## src/rtl/mem_controller_if.sv

```systemverilog
// Request/response bus between the consumers (LSUs or fetchers), the memory
// controller and the external memory channels. All multi-lane signals are
// flat packed vectors, lane k occupying bits [k*W +: W].
interface mem_controller_if #(
    parameter int ADDR_BITS     = 32,
    parameter int DATA_BITS     = 32,
    parameter int NUM_CONSUMERS = 8,
    parameter int NUM_CHANNELS  = 2
);
    logic [NUM_CONSUMERS-1:0]           consumer_read_valid;
    logic [NUM_CONSUMERS*ADDR_BITS-1:0] consumer_read_address;
    logic [NUM_CONSUMERS-1:0]           consumer_read_ready;
    logic [NUM_CONSUMERS*DATA_BITS-1:0] consumer_read_data;
    logic [NUM_CONSUMERS-1:0]           consumer_write_valid;
    logic [NUM_CONSUMERS*ADDR_BITS-1:0] consumer_write_address;
    logic [NUM_CONSUMERS*DATA_BITS-1:0] consumer_write_data;
    logic [NUM_CONSUMERS-1:0]           consumer_write_ready;

    logic [NUM_CHANNELS-1:0]            mem_read_valid;
    logic [NUM_CHANNELS*ADDR_BITS-1:0]  mem_read_address;
    logic [NUM_CHANNELS-1:0]            mem_read_ready;
    logic [NUM_CHANNELS*DATA_BITS-1:0]  mem_read_data;
    logic [NUM_CHANNELS-1:0]            mem_write_valid;
    logic [NUM_CHANNELS*ADDR_BITS-1:0]  mem_write_address;
    logic [NUM_CHANNELS*DATA_BITS-1:0]  mem_write_data;
    logic [NUM_CHANNELS-1:0]            mem_write_ready;

    // Controller view: serves consumers, drives memory channels.
    modport slave (
        input  consumer_read_valid, consumer_read_address,
        output consumer_read_ready, consumer_read_data,
        input  consumer_write_valid, consumer_write_address, consumer_write_data,
        output consumer_write_ready,
        output mem_read_valid, mem_read_address,
        input  mem_read_ready, mem_read_data,
        output mem_write_valid, mem_write_address, mem_write_data,
        input  mem_write_ready
    );

    // Environment view: consumers and memory together.
    modport master (
        output consumer_read_valid, consumer_read_address,
        input  consumer_read_ready, consumer_read_data,
        output consumer_write_valid, consumer_write_address, consumer_write_data,
        input  consumer_write_ready,
        input  mem_read_valid, mem_read_address,
        output mem_read_ready, mem_read_data,
        input  mem_write_valid, mem_write_address, mem_write_data,
        output mem_write_ready
    );
endinterface

```

## src/rtl/mem_controller.sv

```systemverilog
// Memory controller: arbitrates NUM_CONSUMERS requesters onto NUM_CHANNELS
// memory channels, lowest consumer index and lowest channel index first.
// Each channel runs IDLE -> READ/WRITE_WAITING -> RELAYING -> IDLE. All
// outputs come straight from registers.
module mem_controller #(
    parameter int ADDR_BITS     = 32,
    parameter int DATA_BITS     = 32,
    parameter int NUM_CONSUMERS = 8,
    parameter int NUM_CHANNELS  = 2,
    parameter int WRITE_ENABLE  = 1
) (
    input  logic           clk,
    input  logic           reset,
    mem_controller_if.slave bus
);
    localparam int CW = (NUM_CONSUMERS > 1) ? $clog2(NUM_CONSUMERS) : 1;

    typedef enum logic [1:0] {
        IDLE          = 2'd0,
        READ_WAITING  = 2'd1,
        WRITE_WAITING = 2'd2,
        RELAYING      = 2'd3
    } chan_state_t;

    chan_state_t                        state_q [NUM_CHANNELS];
    chan_state_t                        state_d [NUM_CHANNELS];
    logic [CW-1:0]                      cur_q   [NUM_CHANNELS];
    logic [CW-1:0]                      cur_d   [NUM_CHANNELS];
    logic [NUM_CONSUMERS-1:0]           serving_q, serving_d;
    logic [NUM_CONSUMERS-1:0]           claimed, released;

    logic [NUM_CHANNELS-1:0]            mrv_q, mrv_d, mwv_q, mwv_d;
    logic [NUM_CHANNELS*ADDR_BITS-1:0]  mra_q, mra_d, mwa_q, mwa_d;
    logic [NUM_CHANNELS*DATA_BITS-1:0]  mwd_q, mwd_d;
    logic [NUM_CONSUMERS-1:0]           crr_q, crr_d, cwr_q, cwr_d;
    logic [NUM_CONSUMERS*DATA_BITS-1:0] crd_q, crd_d;

    // Next-state and next-output logic for every channel. Channels are walked
    // in index order so a claim by a lower channel is visible to higher ones;
    // releases are collected separately and only take effect next cycle.
    always_comb begin
        logic found;
        state_d  = state_q;
        cur_d    = cur_q;
        mrv_d    = mrv_q;
        mra_d    = mra_q;
        mwv_d    = mwv_q;
        mwa_d    = mwa_q;
        mwd_d    = mwd_q;
        crr_d    = crr_q;
        cwr_d    = cwr_q;
        crd_d    = crd_q;
        claimed  = serving_q;
        released = '0;
        found    = 1'b0;
        for (int ch = 0; ch < NUM_CHANNELS; ch++) begin
            found = 1'b0;
            case (state_q[ch])
                IDLE: begin
                    for (int i = 0; i < NUM_CONSUMERS; i++) begin
                        if (!found && !claimed[i]) begin
                            if (bus.consumer_read_valid[i]) begin
                                found      = 1'b1;
                                claimed[i] = 1'b1;
                                cur_d[ch]  = CW'(i);
                                mrv_d[ch]  = 1'b1;
                                mra_d[ch*ADDR_BITS +: ADDR_BITS] =
                                    bus.consumer_read_address[i*ADDR_BITS +: ADDR_BITS];
                                state_d[ch] = READ_WAITING;
                            end else if ((WRITE_ENABLE != 0) && bus.consumer_write_valid[i]) begin
                                found      = 1'b1;
                                claimed[i] = 1'b1;
                                cur_d[ch]  = CW'(i);
                                mwv_d[ch]  = 1'b1;
                                mwa_d[ch*ADDR_BITS +: ADDR_BITS] =
                                    bus.consumer_write_address[i*ADDR_BITS +: ADDR_BITS];
                                mwd_d[ch*DATA_BITS +: DATA_BITS] =
                                    bus.consumer_write_data[i*DATA_BITS +: DATA_BITS];
                                state_d[ch] = WRITE_WAITING;
                            end
                        end
                    end
                end
                READ_WAITING: begin
                    if (bus.mem_read_ready[ch]) begin
                        mrv_d[ch]          = 1'b0;
                        crr_d[cur_q[ch]]   = 1'b1;
                        crd_d[cur_q[ch]*DATA_BITS +: DATA_BITS] =
                            bus.mem_read_data[ch*DATA_BITS +: DATA_BITS];
                        state_d[ch]        = RELAYING;
                    end
                end
                WRITE_WAITING: begin
                    if (bus.mem_write_ready[ch]) begin
                        mwv_d[ch]        = 1'b0;
                        cwr_d[cur_q[ch]] = 1'b1;
                        state_d[ch]      = RELAYING;
                    end
                end
                RELAYING: begin
                    if (!bus.consumer_read_valid[cur_q[ch]] &&
                        !bus.consumer_write_valid[cur_q[ch]]) begin
                        crr_d[cur_q[ch]]    = 1'b0;
                        cwr_d[cur_q[ch]]    = 1'b0;
                        released[cur_q[ch]] = 1'b1;
                        state_d[ch]         = IDLE;
                    end
                end
                default: state_d[ch] = IDLE;
            endcase
        end
        serving_d = claimed & ~released;
    end

    // State and output registers; reset aborts any transaction in flight.
    always_ff @(posedge clk) begin
        if (reset) begin
            for (int ch = 0; ch < NUM_CHANNELS; ch++) begin
                state_q[ch] <= IDLE;
                cur_q[ch]   <= '0;
            end
            serving_q <= '0;
            mrv_q     <= '0;
            mra_q     <= '0;
            mwv_q     <= '0;
            mwa_q     <= '0;
            mwd_q     <= '0;
            crr_q     <= '0;
            cwr_q     <= '0;
            crd_q     <= '0;
        end else begin
            state_q   <= state_d;
            cur_q     <= cur_d;
            serving_q <= serving_d;
            mrv_q     <= mrv_d;
            mra_q     <= mra_d;
            mwv_q     <= mwv_d;
            mwa_q     <= mwa_d;
            mwd_q     <= mwd_d;
            crr_q     <= crr_d;
            cwr_q     <= cwr_d;
            crd_q     <= crd_d;
        end
    end

    assign bus.mem_read_valid       = mrv_q;
    assign bus.mem_read_address     = mra_q;
    assign bus.consumer_read_ready  = crr_q;
    assign bus.consumer_read_data   = crd_q;
    // A read-only instance keeps the whole write path at constant zero.
    assign bus.mem_write_valid      = (WRITE_ENABLE != 0) ? mwv_q : '0;
    assign bus.mem_write_address    = (WRITE_ENABLE != 0) ? mwa_q : '0;
    assign bus.mem_write_data       = (WRITE_ENABLE != 0) ? mwd_q : '0;
    assign bus.consumer_write_ready = (WRITE_ENABLE != 0) ? cwr_q : '0;
endmodule

```

## src/flat_wrapper.sv

```systemverilog
// flat-port wrapper written by rule: the top's interface ports become plain ports
module mem_controller_flat 
#(
    parameter int ADDR_BITS     = 32,
    parameter int DATA_BITS     = 32,
    parameter int NUM_CONSUMERS = 8,
    parameter int NUM_CHANNELS  = 2,
    parameter int WRITE_ENABLE  = 1
)
  (clk, reset, bus_consumer_read_valid, bus_consumer_read_address, bus_consumer_read_ready, bus_consumer_read_data, bus_consumer_write_valid, bus_consumer_write_address, bus_consumer_write_data, bus_consumer_write_ready, bus_mem_read_valid, bus_mem_read_address, bus_mem_read_ready, bus_mem_read_data, bus_mem_write_valid, bus_mem_write_address, bus_mem_write_data, bus_mem_write_ready);
  mem_controller_if #(.ADDR_BITS(ADDR_BITS), .DATA_BITS(DATA_BITS), .NUM_CONSUMERS(NUM_CONSUMERS), .NUM_CHANNELS(NUM_CHANNELS)) bus_i ();
  input  logic clk;
  input  logic reset;
  input wire logic [$bits(bus_i.consumer_read_valid)-1:0] bus_consumer_read_valid;
  input wire logic [$bits(bus_i.consumer_read_address)-1:0] bus_consumer_read_address;
  output wire logic [$bits(bus_i.consumer_read_ready)-1:0] bus_consumer_read_ready;
  output wire logic [$bits(bus_i.consumer_read_data)-1:0] bus_consumer_read_data;
  input wire logic [$bits(bus_i.consumer_write_valid)-1:0] bus_consumer_write_valid;
  input wire logic [$bits(bus_i.consumer_write_address)-1:0] bus_consumer_write_address;
  input wire logic [$bits(bus_i.consumer_write_data)-1:0] bus_consumer_write_data;
  output wire logic [$bits(bus_i.consumer_write_ready)-1:0] bus_consumer_write_ready;
  output wire logic [$bits(bus_i.mem_read_valid)-1:0] bus_mem_read_valid;
  output wire logic [$bits(bus_i.mem_read_address)-1:0] bus_mem_read_address;
  input wire logic [$bits(bus_i.mem_read_ready)-1:0] bus_mem_read_ready;
  input wire logic [$bits(bus_i.mem_read_data)-1:0] bus_mem_read_data;
  output wire logic [$bits(bus_i.mem_write_valid)-1:0] bus_mem_write_valid;
  output wire logic [$bits(bus_i.mem_write_address)-1:0] bus_mem_write_address;
  output wire logic [$bits(bus_i.mem_write_data)-1:0] bus_mem_write_data;
  input wire logic [$bits(bus_i.mem_write_ready)-1:0] bus_mem_write_ready;
  assign bus_i.consumer_read_valid = bus_consumer_read_valid;
  assign bus_i.consumer_read_address = bus_consumer_read_address;
  assign bus_consumer_read_ready = bus_i.consumer_read_ready;
  assign bus_consumer_read_data = bus_i.consumer_read_data;
  assign bus_i.consumer_write_valid = bus_consumer_write_valid;
  assign bus_i.consumer_write_address = bus_consumer_write_address;
  assign bus_i.consumer_write_data = bus_consumer_write_data;
  assign bus_consumer_write_ready = bus_i.consumer_write_ready;
  assign bus_mem_read_valid = bus_i.mem_read_valid;
  assign bus_mem_read_address = bus_i.mem_read_address;
  assign bus_i.mem_read_ready = bus_mem_read_ready;
  assign bus_i.mem_read_data = bus_mem_read_data;
  assign bus_mem_write_valid = bus_i.mem_write_valid;
  assign bus_mem_write_address = bus_i.mem_write_address;
  assign bus_mem_write_data = bus_i.mem_write_data;
  assign bus_i.mem_write_ready = bus_mem_write_ready;
  mem_controller #(.ADDR_BITS(ADDR_BITS), .DATA_BITS(DATA_BITS), .NUM_CONSUMERS(NUM_CONSUMERS), .NUM_CHANNELS(NUM_CHANNELS), .WRITE_ENABLE(WRITE_ENABLE)) u_core (.clk(clk), .reset(reset), .bus(bus_i));
endmodule
```

## config.mk

```make
export PLATFORM = sky130hd
export DESIGN_NAME = mem_controller_flat
export DESIGN_NICKNAME = d
export VERILOG_FILES = /design/src/rtl/mem_controller_if.sv /design/src/rtl/mem_controller.sv /design/src/flat_wrapper.sv
export SDC_FILE = /design/constraint.sdc
export NUM_CORES = 2
export LEC_CHECK = 0
export CORE_AREA = 2 2 514 516
export CTS_CLUSTER_DIAMETER = 40
export DETAILED_ROUTE_END_ITERATION = 8
export DIE_AREA = 0 0 516 518
export GPL_TIMING_DRIVEN = 0
export MAX_ROUTING_LAYER = met4
export PLACE_DENSITY = 0.38
export SYNTH_ARGS = -nofsm -noshare
export SYNTH_HDL_FRONTEND = slang
export SYNTH_SLANG_ARGS = --single-unit
export TNS_END_PERCENT = 30
```

## constraint.sdc

```tcl
create_clock -name clk -period 3.84 [get_ports clk]
set_input_delay 1.152 -clock clk [delete_from_list [all_inputs] [get_ports clk]]
set_output_delay 1.152 -clock clk [all_outputs]
set_load 0.03 [all_outputs]
```

# Word level (Yosys, flattened, before mapping)
# Cells that the tools add are included.
# totals
latchBits,0
out_inout_bits,468
ff_bits,486
input_bits,854
n_memories,0
word_cells,583
ramBits,0
rom_bits,0
# op_classes
n_lt_le_gt_ge,4
n_eq_ne,12
shifts,4
mux,468
bitwise,13
div_mod_pow,0
n_reduce_logical,62
n_mul,0
addsub,2
# ops
op,count
two-way mux 32 bit,134
two-way mux 256 bit,4
bitwise mux 256 bit,2
"variable shift 32 x 34 -> 256 bit, first input constant",2
variable part select 32 x 34 -> 256 bit,2
two-way mux 1 bit,192
two-way mux 3 bit,50
two-way mux 2 bit,56
two-way mux 8 bit,14
negator 8 -> 34 bit,2
case mux 8 bit (2 select lines),4
bitwise AND 8 bit,5
bitwise OR 8 bit,5
zero test 1 bit,32
NOT 8 bit,3
logical AND 1 bit,18
case mux 2 bit (4 select lines),2
binary-select mux 1 bit (select 3 bit),4
"== test 2 bit, second input constant",4
"less-than comparator 3 x 4 -> 1 bit, second input constant",2
"inequality test 2 bit, second input constant",4
case mux 1 bit (2 select lines),4
AND reduction 2 bit,4
nonzero test 2 bit,4
other kinds (6),12

# Longest topological paths before layout
# logic_depth
word_depth,63
mapped_depth,13
ltp_nobuf,9

# Least setup slack after synthesis
# Ideal clock, no wire load.
# synth_path
path_kind,input to register
start,in bus_consumer_read_valid[3]
end,reg u_core.mwa_q[63] (netlist: u_core.bus.mem_write_address[63])
path_stages,9
t_required_ps,3707
slack_ps,339
setup_time_ps,133
path_buffers,3
arrival_time_ps,3368
path_cell_list,buf_2 o21ba_2 buf_6 maj3_1 o21a_1 or4b_4 o2111ai_2 buf_2 o31ai_1
# synth_via
elab_chain_len,22
word_cells_on_any_way,74
cone_classes,mux: 52; reduce/logical: 22
# synth_rtl
item,line_no,text
"start, declared",flat_wrapper.sv:14,input wire logic [$bits(bus_i.consumer_read_valid)-1:0] bus_consumer_read_valid;
two-way mux 1 bit,mem_controller.sv:62,if (bus.consumer_read_valid[i]) begin
two-way mux 1 bit,mem_controller.sv:61,if (!found && !claimed[i]) begin
two-way mux 8 bit or two-way mux 1 bit (tied branches),mem_controller.sv:58,case (state_q[ch])
zero test 1 bit or two-way mux 1 bit (tied branches),"mem_controller.sv:61, mem_controller.sv:70",
logical AND 1 bit or two-way mux 1 bit (tied branches),"mem_controller.sv:61, mem_controller.sv:62",
two-way mux 1 bit,mem_controller.sv:61,
two-way mux 1 bit or two-way mux 8 bit (tied branches),mem_controller.sv:58,
two-way mux 1 bit or zero test 1 bit (tied branches),"mem_controller.sv:70, mem_controller.sv:61",
[6 not listed],--,
two-way mux 1 bit or two-way mux 8 bit (tied branches),mem_controller.sv:58,
two-way mux 1 bit or zero test 1 bit (tied branches),"mem_controller.sv:70, mem_controller.sv:61",
two-way mux 1 bit or logical AND 1 bit (tied branches),"mem_controller.sv:62, mem_controller.sv:61",
two-way mux 1 bit,mem_controller.sv:61,
two-way mux 1 bit or two-way mux 8 bit (tied branches),mem_controller.sv:58,
zero test 1 bit,mem_controller.sv:61,
logical AND 1 bit,mem_controller.sv:61,
two-way mux 32 bit (*),mem_controller.sv:61,
"end signal, assigned",mem_controller.sv:138,mwa_q <= mwa_d;
"end, declared",mem_controller.sv:33,"logic [NUM_CHANNELS*ADDR_BITS-1:0] mra_q, mra_d, mwa_q, mwa_d;"
# Mark *: on every way between the ends. The rest lies on a longest branch, timed or not. The select of a mux whose other input is x is not followed.
# A chain may end at the register's enable or synchronous reset.

# Final worst setup path
# layout_path
start,in bus_consumer_read_valid[1]
end,reg u_core.mwd_q[19] (netlist: u_core.bus.mem_write_data[19])
# layout_via
elab_chain_len,26
word_cells_on_any_way,56
cone_classes,mux: 44; reduce/logical: 12
# layout_rtl
item,line_no,text
two-way mux 1 bit,mem_controller.sv:62,
two-way mux 1 bit,mem_controller.sv:61,
two-way mux 1 bit,mem_controller.sv:58,
two-way mux 1 bit or zero test 1 bit (tied branches),"mem_controller.sv:70, mem_controller.sv:61",
two-way mux 1 bit or logical AND 1 bit (tied branches),"mem_controller.sv:62, mem_controller.sv:61",
two-way mux 1 bit,mem_controller.sv:61,
two-way mux 1 bit,mem_controller.sv:58,
two-way mux 1 bit or zero test 1 bit (tied branches),"mem_controller.sv:70, mem_controller.sv:61",
[10 not listed],--,
two-way mux 1 bit,mem_controller.sv:58,
two-way mux 1 bit or zero test 1 bit (tied branches),"mem_controller.sv:70, mem_controller.sv:61",
two-way mux 1 bit or logical AND 1 bit (tied branches),"mem_controller.sv:62, mem_controller.sv:61",
two-way mux 1 bit,mem_controller.sv:61,
two-way mux 1 bit,mem_controller.sv:58,
zero test 1 bit,mem_controller.sv:61,
logical AND 1 bit,mem_controller.sv:61,
two-way mux 32 bit (*),mem_controller.sv:61,
"end signal, assigned",mem_controller.sv:139,mwd_q <= mwd_d;
"end, declared",mem_controller.sv:34,"logic [NUM_CHANNELS*DATA_BITS-1:0] mwd_q, mwd_d;"
# Marks and branches as above.

==> report_table.html <==
<table>
<tr><th>Metric</th><th>Value</th></tr>
<tr><th colspan="2">Timing</th></tr>
<tr><td>Worst slew slack as a fraction of its limit</td><td>0.0795</td></tr>
<tr><td>Final worst-path setup slack</td><td>-0.163 ns</td></tr>
<tr><td>Final hold slack</td><td>0.494 ns</td></tr>
<tr><td>Maximum achievable frequency</td><td>250 MHz</td></tr>
<tr><td>Crit share post-route</td><td>1.04</td></tr>
<tr><td>Unrepaired setup endpoints after global routing</td><td>true</td></tr>
<tr><td>Number of pins with negative max-slew slack in the final report</td><td>0</td></tr>
<tr><td>Endpoints failing hold</td><td>0</td></tr>
<tr><td>Final min period</td><td>4.00 ns</td></tr>
<tr><td>Clock tree skew after final layout</td><td>0.0952 ns</td></tr>
<tr><td>Slew @ Worst Pin</td><td>1.38 ns</td></tr>
<tr><td>Final setup vio count</td><td>19</td></tr>
<tr><th colspan="2">Worst setup path</th></tr>
<tr><td>Type of origin of the critical path</td><td>input port</td></tr>
<tr><td>Cells on worst reg2reg path</td><td>11</td></tr>
<tr><td>End of the worst register-to-register path</td><td>u_core.bus.mem_write_address[41]$_SDFFE_PP0P_</td></tr>
<tr><td>Element type at the critical path end</td><td>register</td></tr>
<tr><td>Largest fanout of any net on the critical path</td><td>10</td></tr>
<tr><td>Startpoint of the worst register-to-register path</td><td>u_core.state_q[3]$_SDFFE_PP0P_</td></tr>
<tr><td>Classification of the worst setup path</td><td>input port to register</td></tr>
<tr><td>Critical path origin</td><td>bus_consumer_read_valid[1]</td></tr>
<tr><td>Critical Path Sink</td><td>u_core.bus.mem_write_data[19]$_SDFFE_PP0N_</td></tr>
<tr><td>Worst R2R Setup Slack</td><td>-0.01 ns</td></tr>
<tr><td>Signal arrival time at the worst endpoint</td><td>4.66 ns</td></tr>
<tr><td>Required time of the worst setup path</td><td>4.49 ns</td></tr>
<tr><th colspan="2">Place</th></tr>
<tr><td>Port Buf Inserts</td><td>1285</td></tr>
<tr><td>Routability congestion estimate</td><td>0.956</td></tr>
<tr><td>Half-perimeter wire length after detailed placement</td><td>308000 microns</td></tr>
<tr><td>DP Worst Slack</td><td>-2.20 ns</td></tr>
<tr><td>Placed Area</td><td>51300 sq um</td></tr>
<tr><th colspan="2">Logic synthesis</th></tr>
<tr><td>Most instantiated library cell after synthesis</td><td>nor2_1</td></tr>
<tr><td>Primary flip-flop cell chosen by synthesis mapping</td><td>dfxtp_1</td></tr>
<tr><td>Distinct cell type count of the synthesized netlist</td><td>86</td></tr>
<tr><td>Synthesized flop and latch total</td><td>486</td></tr>
<tr><td>Synthesized Nets</td><td>5320</td></tr>
<tr><td>Synth warn</td><td>0</td></tr>
<tr><td>Share of Yosys cell area claimed by the top area cell type</td><td>0.287</td></tr>
<tr><td>Leading cell types by count after synthesis</td><td>595 x nor2_1, 486 x dfxtp_1, 441 x a211oi_1</td></tr>
<tr><td>Syn Inst Count</td><td>4450</td></tr>
<tr><td>Number of synthesized flops with an enable pin</td><td>0</td></tr>
<tr><td>Cell area after synthesis</td><td>33900 sq um</td></tr>
<tr><td>Cell type with the highest aggregate area in the netlist</td><td>dfxtp_1</td></tr>
<tr><td>Post-synthesis async set-or-reset flop share</td><td>0</td></tr>
<tr><td>Average footprint of a synthesized cell</td><td>7.62 sq um</td></tr>
<tr><td>Synth area leaders</td><td>dfxtp_1 29%, a211oi_1 9.8%, mux2i_1 7.7%, nor2_1 6.6%, a21oi_1 6.5%</td></tr>
<tr><td>Fraction of the yosys area taken by sequential cells</td><td>0.287</td></tr>
<tr><th colspan="2">Clock tree</th></tr>
<tr><td>Worst-Skew Late Latency</td><td>0.84 ns</td></tr>
<tr><td>Clock buffers created by TritonCTS</td><td>146</td></tr>
<tr><td>Deepest clock path buffer count</td><td>3</td></tr>
<tr><td>CTS tree</td><td>built</td></tr>
<tr><td>Number of sinks handled by clock tree synthesis</td><td>486</td></tr>
<tr><td>Cts hold-fix bufs</td><td>0</td></tr>
<tr><td>H-tree depth</td><td>4</td></tr>
<tr><td>CTS root buffer</td><td>clkbuf_16</td></tr>
<tr><td>Clk pin slew, worst setup/hold paths</td><td>0.04 ns</td></tr>
<tr><th colspan="2">Power</th></tr>
<tr><td>IR drop worst, VDD</td><td>402 uV</td></tr>
<tr><td>Cell Pwr Density</td><td>695 nW/um^2</td></tr>
<tr><td>Static power due to leakage</td><td>18.9 nW</td></tr>
<tr><th colspan="2">Cells and area</th></tr>
<tr><td>Fraction of layout cells with a size suffix above 1</td><td>0.103</td></tr>
<tr><td>Number of nets at the end of the flow</td><td>6787</td></tr>
<tr><td>Final Cell Area</td><td>57900 sq um</td></tr>
<tr><td>Final core utilization</td><td>0.221</td></tr>
<tr><td>Area growth syn-to-layout</td><td>70.9%</td></tr>
<tr><th colspan="2">Floorplanning</th></tr>
<tr><td>Die width</td><td>516 microns</td></tr>
<tr><td>Die Area</td><td>267000 sq um</td></tr>
<tr><td>Die outline height</td><td>518 microns</td></tr>
<tr><td>Starting density of the core</td><td>0.130</td></tr>
<tr><td>Floorplan row count</td><td>188</td></tr>
<tr><td>Top Ports</td><td>1322</td></tr>
<tr><td>CORE AREA</td><td>262000 sq um</td></tr>
<tr><th colspan="2">Min path</th></tr>
<tr><td>Kind of path behind the tightest hold check</td><td>register to register</td></tr>
<tr><th colspan="2">Route</th></tr>
<tr><td>Detailed-route via count</td><td>48513</td></tr>
<tr><td>Average via count per standard cell</td><td>5.01</td></tr>
<tr><td>Detail Route Antenna Nets</td><td>0</td></tr>
<tr><td>Max Used Layer</td><td>met4</td></tr>
<tr><td>DR DRC count</td><td>0</td></tr>
<tr><td>Detail-routed net length per standard cell</td><td>38.5 microns</td></tr>
<tr><td>Met2 Routed Length</td><td>170000 microns</td></tr>
<tr><td>Aggregate routed wire length</td><td>372000 microns</td></tr>
<tr><td>Number of DRC markers after the initial detailed-route iteration</td><td>6641</td></tr>
<tr><td>Post-Route M1 WL</td><td>148000 microns</td></tr>
<tr><td>Detailed-routing iteration count for the pre-antenna-repair pass</td><td>9</td></tr>
<tr><td>Wire length on met3</td><td>38100 microns</td></tr>
<tr><th colspan="2">Run status</th></tr>
<tr><td>Failing checks</td><td>negative setup slack</td></tr>
<tr><td>Run status</td><td>finished with violations</td></tr>
<tr><th colspan="2">Global routing</th></tr>
<tr><td>Global-route wire length before repair</td><td>477000 microns</td></tr>
<tr><td>Antenna violations before repair</td><td>172</td></tr>
<tr><td>Maximum number of pins on one net before global-route repair</td><td>17</td></tr>
<tr><td>All-layer global routing usage</td><td>0.273</td></tr>
<tr><td>Total congestion overflow</td><td>0</td></tr>
<tr><td>Via count of the first global-routing pass</td><td>46857</td></tr>
<tr><th colspan="2">Run</th></tr>
<tr><td># Max-Cap Violations</td><td>0</td></tr>
</table>
-- flip-flops by register name, summed over array words and instances (netlist names) --
name / count
u_core.bus.mem_write_data: 64
u_core.bus.consumer_write_ready: 8
u_core.bus.mem_read_valid: 2
u_core.cur_q: 6
u_core.bus.mem_write_valid: 2
u_core.bus.mem_write_address: 64
u_core.serving_q: 8
u_core.bus.mem_read_address: 64
u_core.bus.consumer_read_data: 256
u_core.bus.consumer_read_ready: 8
u_core.state_q: 4
-- routing by layer --
metal | global-route usage | vias up
li1 | - | 20412
met1 | 0.317 | 24234
met2 | 0.431 | 3287
met3 | 0.0927 | 580
met4 | 0.104 | 0
met5 | - | -
-- critical path: stages --
cell,delay [ns]
clkdlybuf4s50_1,0.55
o21bai_2,0.36
clkbuf_2,0.32
nand3_2,0.24
or3_1,0.50
clkbuf_1,0.36
clkbuf_2,0.38
o21ai_0,0.44
a2bb2oi_1,0.22
o211ai_1,0.10
-- final cells by class --
type,instances,area (sq um)
Tap cell,3515,4400
Inverter,27,106
Antenna cell,128,320
Fill cell,29084,204000
Clock buffer,201,4120
Multi-Input combinational cell,3425,22300
Clock inverter,65,1250
Timing Repair Buffer,1327,13300
Buffer,504,2340
Sequential cell,486,9730
-- kinds of logic after synthesis --
logic type      synth area share
simple gates               0.155
flops                      0.287
compound gates             0.408
buf+inv                   0.0656
xor+xnor                 0.00129
mux                       0.0765
fa+ha+maj                0.00650
-- placed cells by master (no fill, tap or decap), types with 68 or more instances in the layout --
master / Yosys / layout
a211oi_1: 441 / 434
a21oi_1: 440 / 439
a221oi_1: 90 / 88
a222oi_1: 157 / 157
clkbuf_1: 388 / 299
clkbuf_16: 0 / 146
clkbuf_2: 31 / 135
clkdlybuf4s50_1: 0 / 1284
dfxtp_1: 486 / 486
diode_2: 0 / 128
mux2i_1: 259 / 259
nand2_1: 340 / 339
nand3_1: 95 / 92
nor2_1: 595 / 587
o211ai_1: 179 / 179
o21a_1: 69 / 68
o21ai_0: 194 / 194
o31ai_1: 70 / 70
-- worst min path at each step --
stage,from,end,slack (ns),cells after the start
after floorplan,u_core.state_q[3]$_SDFFE_PP0P_,u_core.state_q[3]$_SDFFE_PP0P_,0.51,2
after global placement,u_core.bus.consumer_read_ready[4]$_SDFF_PP0_,u_core.bus.consumer_read_ready[4]$_SDFF_PP0_,0.47,2
after detailed placement,u_core.bus.consumer_read_ready[1]$_SDFF_PP0_,u_core.bus.consumer_read_ready[1]$_SDFF_PP0_,0.48,2
after CTS,u_core.bus.consumer_read_ready[1]$_SDFF_PP0_,u_core.bus.consumer_read_ready[1]$_SDFF_PP0_,0.49,2
after global routing,u_core.bus.consumer_read_ready[2]$_SDFF_PP0_,u_core.bus.consumer_read_ready[2]$_SDFF_PP0_,0.51,2
final,u_core.bus.consumer_read_ready[1]$_SDFF_PP0_,u_core.bus.consumer_read_ready[1]$_SDFF_PP0_,0.49,2
-- per-stage QoR --
| step | power [mW] | TNS [ns] | cells |
|---|---|---|---|
| 3_5_place_dp | 26.2 | -424.57 | 9257 |
| 2_1_floorplan | 16.6 | 0 | 4450 |
| 6_report | 40.2 | -0.982 | 9678 |
| 3_3_place_gp | 26.1 | -484.78 | 9250 |
| 4_1_cts | 40.0 | -0.0479 | 9544 |
| 5_1_grt | 41.5 | -5.15 | 9669 |
-- power breakdown --
| part | total (mW) | internal [mW] | switching, mW | leakage [nW] |
|---|---|---|---|---|
| logic | 19.2 | 6.61 | 12.6 | 12.3 |
| clock network | 13.4 | 9.02 | 4.38 | 2.59 |
| registers | 7.66 | 6.13 | 1.53 | 3.95 |
-- timing repair --
item | 4_1_cts | 5_1_grt
pin swaps | 9 | 7
endpoints found under the setup margin | 406 | 205
setup buffers | 28 | 7
resized for setup | 167 | 87
endpoints found under the hold margin | 0 | 0
No activity file was read; power rests on OpenSTA's default activity.
